===== src/rtl/multicycle_control_unit_if.sv =====
// -----------------------------------------------------------------------------
// multicycle_control_unit_if
//   Shared memory-bus handshake between the multi-cycle control unit and the
//   memory system. A single port carries either an instruction fetch or a data
//   access; the requester holds its request until io_bus_ready is seen.
//
//   Signals:
//     io_fetch_request  master->slave  instruction read request
//     io_data_request   master->slave  data access request
//     io_data_write     master->slave  data access is a store (with io_data_request)
//     io_bus_ready      slave->master  acknowledge for the current request
// -----------------------------------------------------------------------------
interface multicycle_control_unit_if;
  logic io_fetch_request;
  logic io_data_request;
  logic io_data_write;
  logic io_bus_ready;

  modport master (
    output io_fetch_request,
    output io_data_request,
    output io_data_write,
    input  io_bus_ready
  );

  modport slave (
    input  io_fetch_request,
    input  io_data_request,
    input  io_data_write,
    output io_bus_ready
  );
endinterface


===== src/rtl/multicycle_control_unit.sv =====
// -----------------------------------------------------------------------------
// multicycle_control_unit
//   Sequencer for the multi-cycle RISC-V core. Steps every instruction through
//   FETCH, DECODE, EXECUTE, MEMORY and WRITEBACK, arbitrates the shared memory
//   bus between instruction fetch and data access with a bounded wait, and
//   produces the per-phase strobes plus a retired-instruction counter.
//
//   Ports:
//     clock, reset            core clock, synchronous active-high reset
//     io_halt                 debug halt (honoured only in IDLE and at retire)
//     io_memory_read_enable   decoder: load
//     io_memory_write_enable  decoder: store
//     io_reg_write_enable     decoder: rd write
//     bus                     shared memory bus (fetch/data request, ready)
//     io_ir_write_enable      latch the fetched instruction
//     io_reg_write_commit     register-file write strobe
//     io_pc_write_enable      PC update strobe (retire cycle)
//     io_instret              one-cycle pulse per retired instruction
//     io_instret_count        retired-instruction count (wraps)
//     io_state                current state encoding
//     io_bus_error            sticky bus-timeout / illegal-control flag
//
//   MEM_TIMEOUT: number of consecutive un-acknowledged request cycles after
//   which the unit gives up and enters ERROR (must be >= 1).
// -----------------------------------------------------------------------------
module multicycle_control_unit #(
  parameter int unsigned MEM_TIMEOUT = 255
) (
  input  logic                              clock,
  input  logic                              reset,
  input  logic                              io_halt,
  input  logic                              io_memory_read_enable,
  input  logic                              io_memory_write_enable,
  input  logic                              io_reg_write_enable,
  multicycle_control_unit_if.master         bus,
  output logic                              io_ir_write_enable,
  output logic                              io_reg_write_commit,
  output logic                              io_pc_write_enable,
  output logic                              io_instret,
  output logic [31:0]                       io_instret_count,
  output logic [2:0]                        io_state,
  output logic                              io_bus_error
);

  typedef enum logic [2:0] {
    S_IDLE      = 3'd0,
    S_FETCH     = 3'd1,
    S_DECODE    = 3'd2,
    S_EXECUTE   = 3'd3,
    S_MEMORY    = 3'd4,
    S_WRITEBACK = 3'd5,
    S_HALTED    = 3'd6,
    S_ERROR     = 3'd7
  } state_t;

  // The counter only ever holds 0..MEM_TIMEOUT-1; the cycle that would reach
  // MEM_TIMEOUT goes to ERROR instead.
  localparam int unsigned CNT_W = (MEM_TIMEOUT < 2) ? 1 : $clog2(MEM_TIMEOUT);
  localparam logic [CNT_W-1:0] WAIT_LAST = CNT_W'(MEM_TIMEOUT - 1);

  state_t           r_state;
  logic             r_mem_read;
  logic             r_mem_write;
  logic             r_reg_write;
  logic [CNT_W-1:0] r_wait_cnt;
  logic [31:0]      r_instret_count;

  state_t           w_next_state;
  logic             w_fetch_req;
  logic             w_data_req;
  logic             w_data_write;
  logic             w_ir_we;
  logic             w_commit;
  logic             w_retire;
  logic             w_wait_inc;
  logic             w_timeout;

  // NOTE: state is updated with non-blocking assignments only, so every
  // register samples the pre-edge values of the others.
  always_ff @(posedge clock) begin
    if (reset) begin
      r_state         <= S_IDLE;
      r_mem_read      <= 1'b0;
      r_mem_write     <= 1'b0;
      r_reg_write     <= 1'b0;
      r_wait_cnt      <= '0;
      r_instret_count <= '0;
    end else begin
      r_state <= w_next_state;
      // Decoder outputs are only trusted during DECODE; later phases use
      // these copies so the decoder may move on.
      if (r_state == S_DECODE) begin
        r_mem_read  <= io_memory_read_enable;
        r_mem_write <= io_memory_write_enable;
        r_reg_write <= io_reg_write_enable;
      end
      // Clearing in every non-waiting cycle also covers "clear on entry".
      r_wait_cnt <= w_wait_inc ? r_wait_cnt + 1'b1 : '0;
      if (w_retire) begin
        r_instret_count <= r_instret_count + 32'd1;
      end
    end
  end

  // NOTE: every signal written here gets a default first, so no path can
  // leave one unassigned and infer a latch.
  always_comb begin
    w_next_state = r_state;
    w_fetch_req  = 1'b0;
    w_data_req   = 1'b0;
    w_data_write = 1'b0;
    w_ir_we      = 1'b0;
    w_commit     = 1'b0;
    w_retire     = 1'b0;
    w_wait_inc   = 1'b0;
    w_timeout    = (r_wait_cnt == WAIT_LAST);

    unique case (r_state)
      S_IDLE: begin
        w_next_state = io_halt ? S_HALTED : S_FETCH;
      end
      S_FETCH: begin
        w_fetch_req = 1'b1;
        if (bus.io_bus_ready) begin
          w_ir_we      = 1'b1;
          w_next_state = S_DECODE;
        end else if (w_timeout) begin
          w_next_state = S_ERROR;
        end else begin
          w_wait_inc = 1'b1;
        end
      end
      S_DECODE: begin
        w_next_state = S_EXECUTE;
      end
      S_EXECUTE: begin
        if (r_mem_read && r_mem_write) begin
          w_next_state = S_ERROR;
        end else if (r_mem_read || r_mem_write) begin
          w_next_state = S_MEMORY;
        end else if (r_reg_write) begin
          w_next_state = S_WRITEBACK;
        end else begin
          w_retire = 1'b1;
        end
      end
      S_MEMORY: begin
        w_data_req   = 1'b1;
        w_data_write = r_mem_write;
        if (bus.io_bus_ready) begin
          if (r_mem_write) begin
            w_retire = 1'b1;
          end else begin
            w_next_state = S_WRITEBACK;
          end
        end else if (w_timeout) begin
          w_next_state = S_ERROR;
        end else begin
          w_wait_inc = 1'b1;
        end
      end
      S_WRITEBACK: begin
        w_commit = r_reg_write;
        w_retire = 1'b1;
      end
      S_HALTED: begin
        w_next_state = io_halt ? S_HALTED : S_FETCH;
      end
      S_ERROR: begin
        w_next_state = S_ERROR;
      end
      default: begin
        w_next_state = S_ERROR;
      end
    endcase

    // Halt is only looked at between instructions.
    if (w_retire) begin
      w_next_state = io_halt ? S_HALTED : S_FETCH;
    end
  end

  // Every output is forced low during the reset cycle, including those that
  // follow io_bus_ready combinationally, so an abandoned transaction drops
  // its request immediately.
  assign bus.io_fetch_request = w_fetch_req  & ~reset;
  assign bus.io_data_request  = w_data_req   & ~reset;
  assign bus.io_data_write    = w_data_write & ~reset;
  assign io_ir_write_enable   = w_ir_we      & ~reset;
  assign io_reg_write_commit  = w_commit     & ~reset;
  assign io_pc_write_enable   = w_retire     & ~reset;
  assign io_instret           = w_retire     & ~reset;
  assign io_instret_count     = reset ? 32'd0 : r_instret_count;
  assign io_state             = reset ? 3'd0  : r_state;
  assign io_bus_error         = (r_state == S_ERROR) & ~reset;

endmodule


===== src/flat_wrapper.sv =====
// flat-port wrapper written by rule: the top's interface ports become plain ports
module multicycle_control_unit_flat 
#(
  parameter int unsigned MEM_TIMEOUT = 255
)
  (clock, reset, io_halt, io_memory_read_enable, io_memory_write_enable, io_reg_write_enable, io_ir_write_enable, io_reg_write_commit, io_pc_write_enable, io_instret, io_instret_count, io_state, io_bus_error, bus_io_fetch_request, bus_io_data_request, bus_io_data_write, bus_io_bus_ready);
  multicycle_control_unit_if bus_i ();
  input  logic clock;
  input  logic reset;
  input  logic io_halt;
  input  logic io_memory_read_enable;
  input  logic io_memory_write_enable;
  input  logic io_reg_write_enable;
  output logic io_ir_write_enable;
  output logic io_reg_write_commit;
  output logic io_pc_write_enable;
  output logic io_instret;
  output logic [31:0] io_instret_count;
  output logic [2:0] io_state;
  output logic io_bus_error;
  output wire logic [$bits(bus_i.io_fetch_request)-1:0] bus_io_fetch_request;
  output wire logic [$bits(bus_i.io_data_request)-1:0] bus_io_data_request;
  output wire logic [$bits(bus_i.io_data_write)-1:0] bus_io_data_write;
  input wire logic [$bits(bus_i.io_bus_ready)-1:0] bus_io_bus_ready;
  assign bus_io_fetch_request = bus_i.io_fetch_request;
  assign bus_io_data_request = bus_i.io_data_request;
  assign bus_io_data_write = bus_i.io_data_write;
  assign bus_i.io_bus_ready = bus_io_bus_ready;
  multicycle_control_unit #(.MEM_TIMEOUT(MEM_TIMEOUT)) u_core (.clock(clock), .reset(reset), .io_halt(io_halt), .io_memory_read_enable(io_memory_read_enable), .io_memory_write_enable(io_memory_write_enable), .io_reg_write_enable(io_reg_write_enable), .bus(bus_i), .io_ir_write_enable(io_ir_write_enable), .io_reg_write_commit(io_reg_write_commit), .io_pc_write_enable(io_pc_write_enable), .io_instret(io_instret), .io_instret_count(io_instret_count), .io_state(io_state), .io_bus_error(io_bus_error));
endmodule

===== config.mk =====
export PLATFORM = sky130hd
export DESIGN_NAME = multicycle_control_unit_flat
export DESIGN_NICKNAME = d
export VERILOG_FILES = /design/src/rtl/multicycle_control_unit_if.sv /design/src/rtl/multicycle_control_unit.sv /design/src/flat_wrapper.sv
export SDC_FILE = /design/constraint.sdc
export NUM_CORES = 1
export LEC_CHECK = 0
export CORE_MARGIN = 2
export CORE_UTILIZATION = 56
export DETAILED_ROUTE_END_ITERATION = 10
export GPL_TIMING_DRIVEN = 1
export HOLD_SLACK_MARGIN = 0.08
export PLACE_DENSITY = 0.85
export SYNTH_ARGS = -nofsm -noshare
export SYNTH_HDL_FRONTEND = slang
export SYNTH_SLANG_ARGS = --single-unit

===== constraint.sdc =====
create_clock -name clock -period 4.1 [get_ports clock]
set_input_delay 1.23 -clock clock [delete_from_list [all_inputs] [get_ports clock]]
set_output_delay 1.23 -clock clock [all_outputs]
set_load 0.03 [all_outputs]

==> flow_summary.json <==
{
  "status": "finished, final reports clean",
  "pin_count": 50,
  "skew_ns": 0.00372,
  "chipHeight_um": 72.5,
  "r2r_cells": 5,
  "synth_edf_count": 0,
  "synth_cells": 314,
  "grt_antenna_before_repair": 0,
  "synthDistinctLibCells": 49,
  "path_class": "in2out",
  "place_area_um2": 3120,
  "ctsResizeCount": 0,
  "final_antenna_net_count": 0,
  "drtIter0Drc": 141,
  "dpl.hpwl_um": 3980,
  "grt_overflow": 0,
  "path_delay_family": "buffers and inverters",
  "port_buffers": 49,
  "seq_area_frac_synth": 0.351,
  "path_max_fanout": 6,
  "muxShareOfSynthArea": 0.0934,
  "fin_tns_setup_ns": 0,
  "grt_max_degree": 51,
  "fin_nets": 368,
  "clk_pin_slew_ns": 0.08,
  "synth_top_family_by_area": "simple AND/OR/NAND/NOR gates",
  "diodes": 0,
  "pre_cts_ws_ns": 0.0176,
  "synth_top_area_share": 0.351,
  "cts_tree": "built",
  "crit_chain": "clkdlybuf4s50_1 -> buf_4 -> and2_1 -> clkdlybuf4s50_1",
  "period_share": 0.947,
  "hold_depth": 1,
  "clk_latency_ns": 0.30,
  "synth-adder-area-share": 0.0276,
  "hold_viol_final": 0,
  "ys_seq_elements": 46,
  "ys.flop_type": "dfxtp_1",
  "syn_area_um2": 2630,
  "synth_top_area_cell": "dfxtp_1",
  "yosys_warnings": 0,
  "path_buf_inv": 3,
  "synth-compound-area-share": 0.0829,
  "clk_path_buf_depth": 2,
  "grt_pass1_wl_um": 9610,
  "crit_required_ns": 2.87,
  "min_path_type": "reg2reg",
  "synthArstFlopShare": 0,
  "dieArea_um2": 5250,
  "grt_pass1_vias": 2157,
  "wirelength_um": 5740,
  "start_kind": "input port",
  "finalInstanceArea_um2": 3240,
  "endpoint_kind": "output pin",
  "num_rows": 24,
  "cts_htree_levels": 2,
  "start_util": 0.591,
  "synth_area_per_cell_um2": 8.36,
  "core-area_um2": 4440,
  "cap_violations": 0,
  "final_max_slew_viol_count": 0,
  "vias_per_cell": 5.75,
  "hold_end": "u_core.r_wait_cnt[0]$_SDFF_PP0_",
  "crit_top_cell": "clkdlybuf4s50_1",
  "route.detailed.drc": 0,
  "arrival_ns": 2.65,
  "finalSetupViolCount": 0,
  "finalWorstSetupSlack_ns": 0.219,
  "gp_congestion": 0.802,
  "root_buffer": "clkbuf_8",
  "ir_drop_mv": 0.212,
  "pwr_density_cell_nw_per_um2": 367,
  "hp-start": "u_core.r_wait_cnt[0]$_SDFF_PP0_",
  "yosys.area_share.simple": 0.363,
  "drt_pre_antenna_iters": 4,
  "layout_common_cells": "clkdlybuf4s50_1 (46), dfxtp_1 (46), nor2_1 (42)",
  "p_leak_nw": 1.18,
  "gr-usage-all-layers": 0.229,
  "synth_xor_area_frac": 0.0267,
  "numCtsBuffers": 5,
  "r2r_end": "u_core.r_instret_count[21]$_SDFFE_PP0P_",
  "hold_buffers": 0,
  "syn_to_final_growth_pct": 23.5,
  "fmax_mhz": 258,
  "slowest_stage": "clkdlybuf4s50_1",
  "vias": 2344,
  "grt_setup_unrepaired": "no",
  "post_cts_buffers": 0,
  "cts.sinks": 46,
  "period_needed_ns": 3.88,
  "slowest_delay_ns": 0.67,
  "wire_per_inst_um": 14.1,
  "layout-drive-gt1-share": 0.112,
  "syn_nets": 326,
  "relSlewSlack": 0.475,
  "r2r_start": "u_core.r_state[0]$_SDFFE_PP0P_",
  "r2r_slack_ns": 1.97,
  "worstMarginPinSlew_ns": 0.786,
  "fp.dieW_um": 72.5,
  "synthTopCellsByArea": "dfxtp_1 (35%), mux2_2 (8.6%), nor2b_1 (8.1%)"
}
[cell type report]
cell class              count  area, um^2
multi-input cells         238        1560
clock inverters             1        30.0
inverters                  10        37.5
repair buffers             55         548
fillers                   354        1200
well taps                  52        65.1
flip-flops and latches     46         921
clock buffers               6        82.6
[flip-flops by register name (all words and copies together), names as in the netlist]
signal                  flops
u_core.r_instret_count     32
u_core.r_mem_read           1
u_core.r_mem_write          1
u_core.r_reg_write          1
u_core.r_state              3
u_core.r_wait_cnt           8
[worst max-delay path by stage]
stage,from,endpoint,slack [ns],cells after the start
floorplan,reset,io_ir_write_enable,0.38,3
global placement,bus_io_bus_ready,io_pc_write_enable,0.08,5
detailed placement,bus_io_bus_ready,io_pc_write_enable,0.02,5
CTS,bus_io_bus_ready,io_pc_write_enable,0.02,5
global route,bus_io_bus_ready,io_ir_write_enable,0.18,4
finish,bus_io_bus_ready,io_ir_write_enable,0.22,4
[synth_stat cells, types with 6 or more instances]
master / count
nor2b_1: 34
or4_1: 6
a21oi_1: 13
inv_1: 10
nand3_1: 13
nor4_1: 10
clkbuf_1: 7
nor2_1: 42
o21ai_0: 7
nand2_1: 15
mux2_2: 20
dfxtp_1: 46
nor3_1: 12
[layer usage]
metal | share of wire | up-vias | track usage
li1 | - | 1183 | -
met1 | 0.46 | 1089 | 0.292
met2 | 0.48 | 61 | 0.383
met3 | 0.045 | 11 | 0.0472
met4 | 0.021 | 0 | 0.0885
met5 | 0 | - | 0
[cells by family (layout without fill, tap and decap cells)]
kind of cell,after synthesis,after routing
flip-flops,46,46
XOR/XNOR,8,8
multiplexers,22,22
AND/OR/NAND/NOR,169,169
AO/OA/AOI/OAI,33,33
buffers and inverters,30,72
adder cells (fa/ha/maj),6,6
[per-stage QoR]
stage	power, mW	hold WS (ns)	utilization	std cells
6_report	1.19	0.485	0.729	408
5_1_grt	1.25	0.536	0.729	408
4_1_cts	1.19	0.486	0.728	408
3_5_place_dp	0.856	0.468	0.703	401
3_3_place_gp	0.851	0.458	0.703	401
2_1_floorplan	0.771	0.441	-	314
[where the power goes]
| part | internal (mW) | switching (mW) |
|---|---|---|
| combinational | 0.144 | 0.172 |
| clock | 0.195 | 0.150 |
| sequential | 0.475 | 0.0548 |
| total | 0.814 | 0.377 |
[worst reg2reg max path: cells and delay by family, from the launching register on]
family | cells | cell delay [ns]
DFF | 1 | 0.59
AOI/OAI and AO/OA | 1 | 0.08
muxes | 1 | 0.38
and+or+nand+nor | 2 | 0.75
buffers and inverters | 1 | 0.23
(Power assumes the default switching activity.)
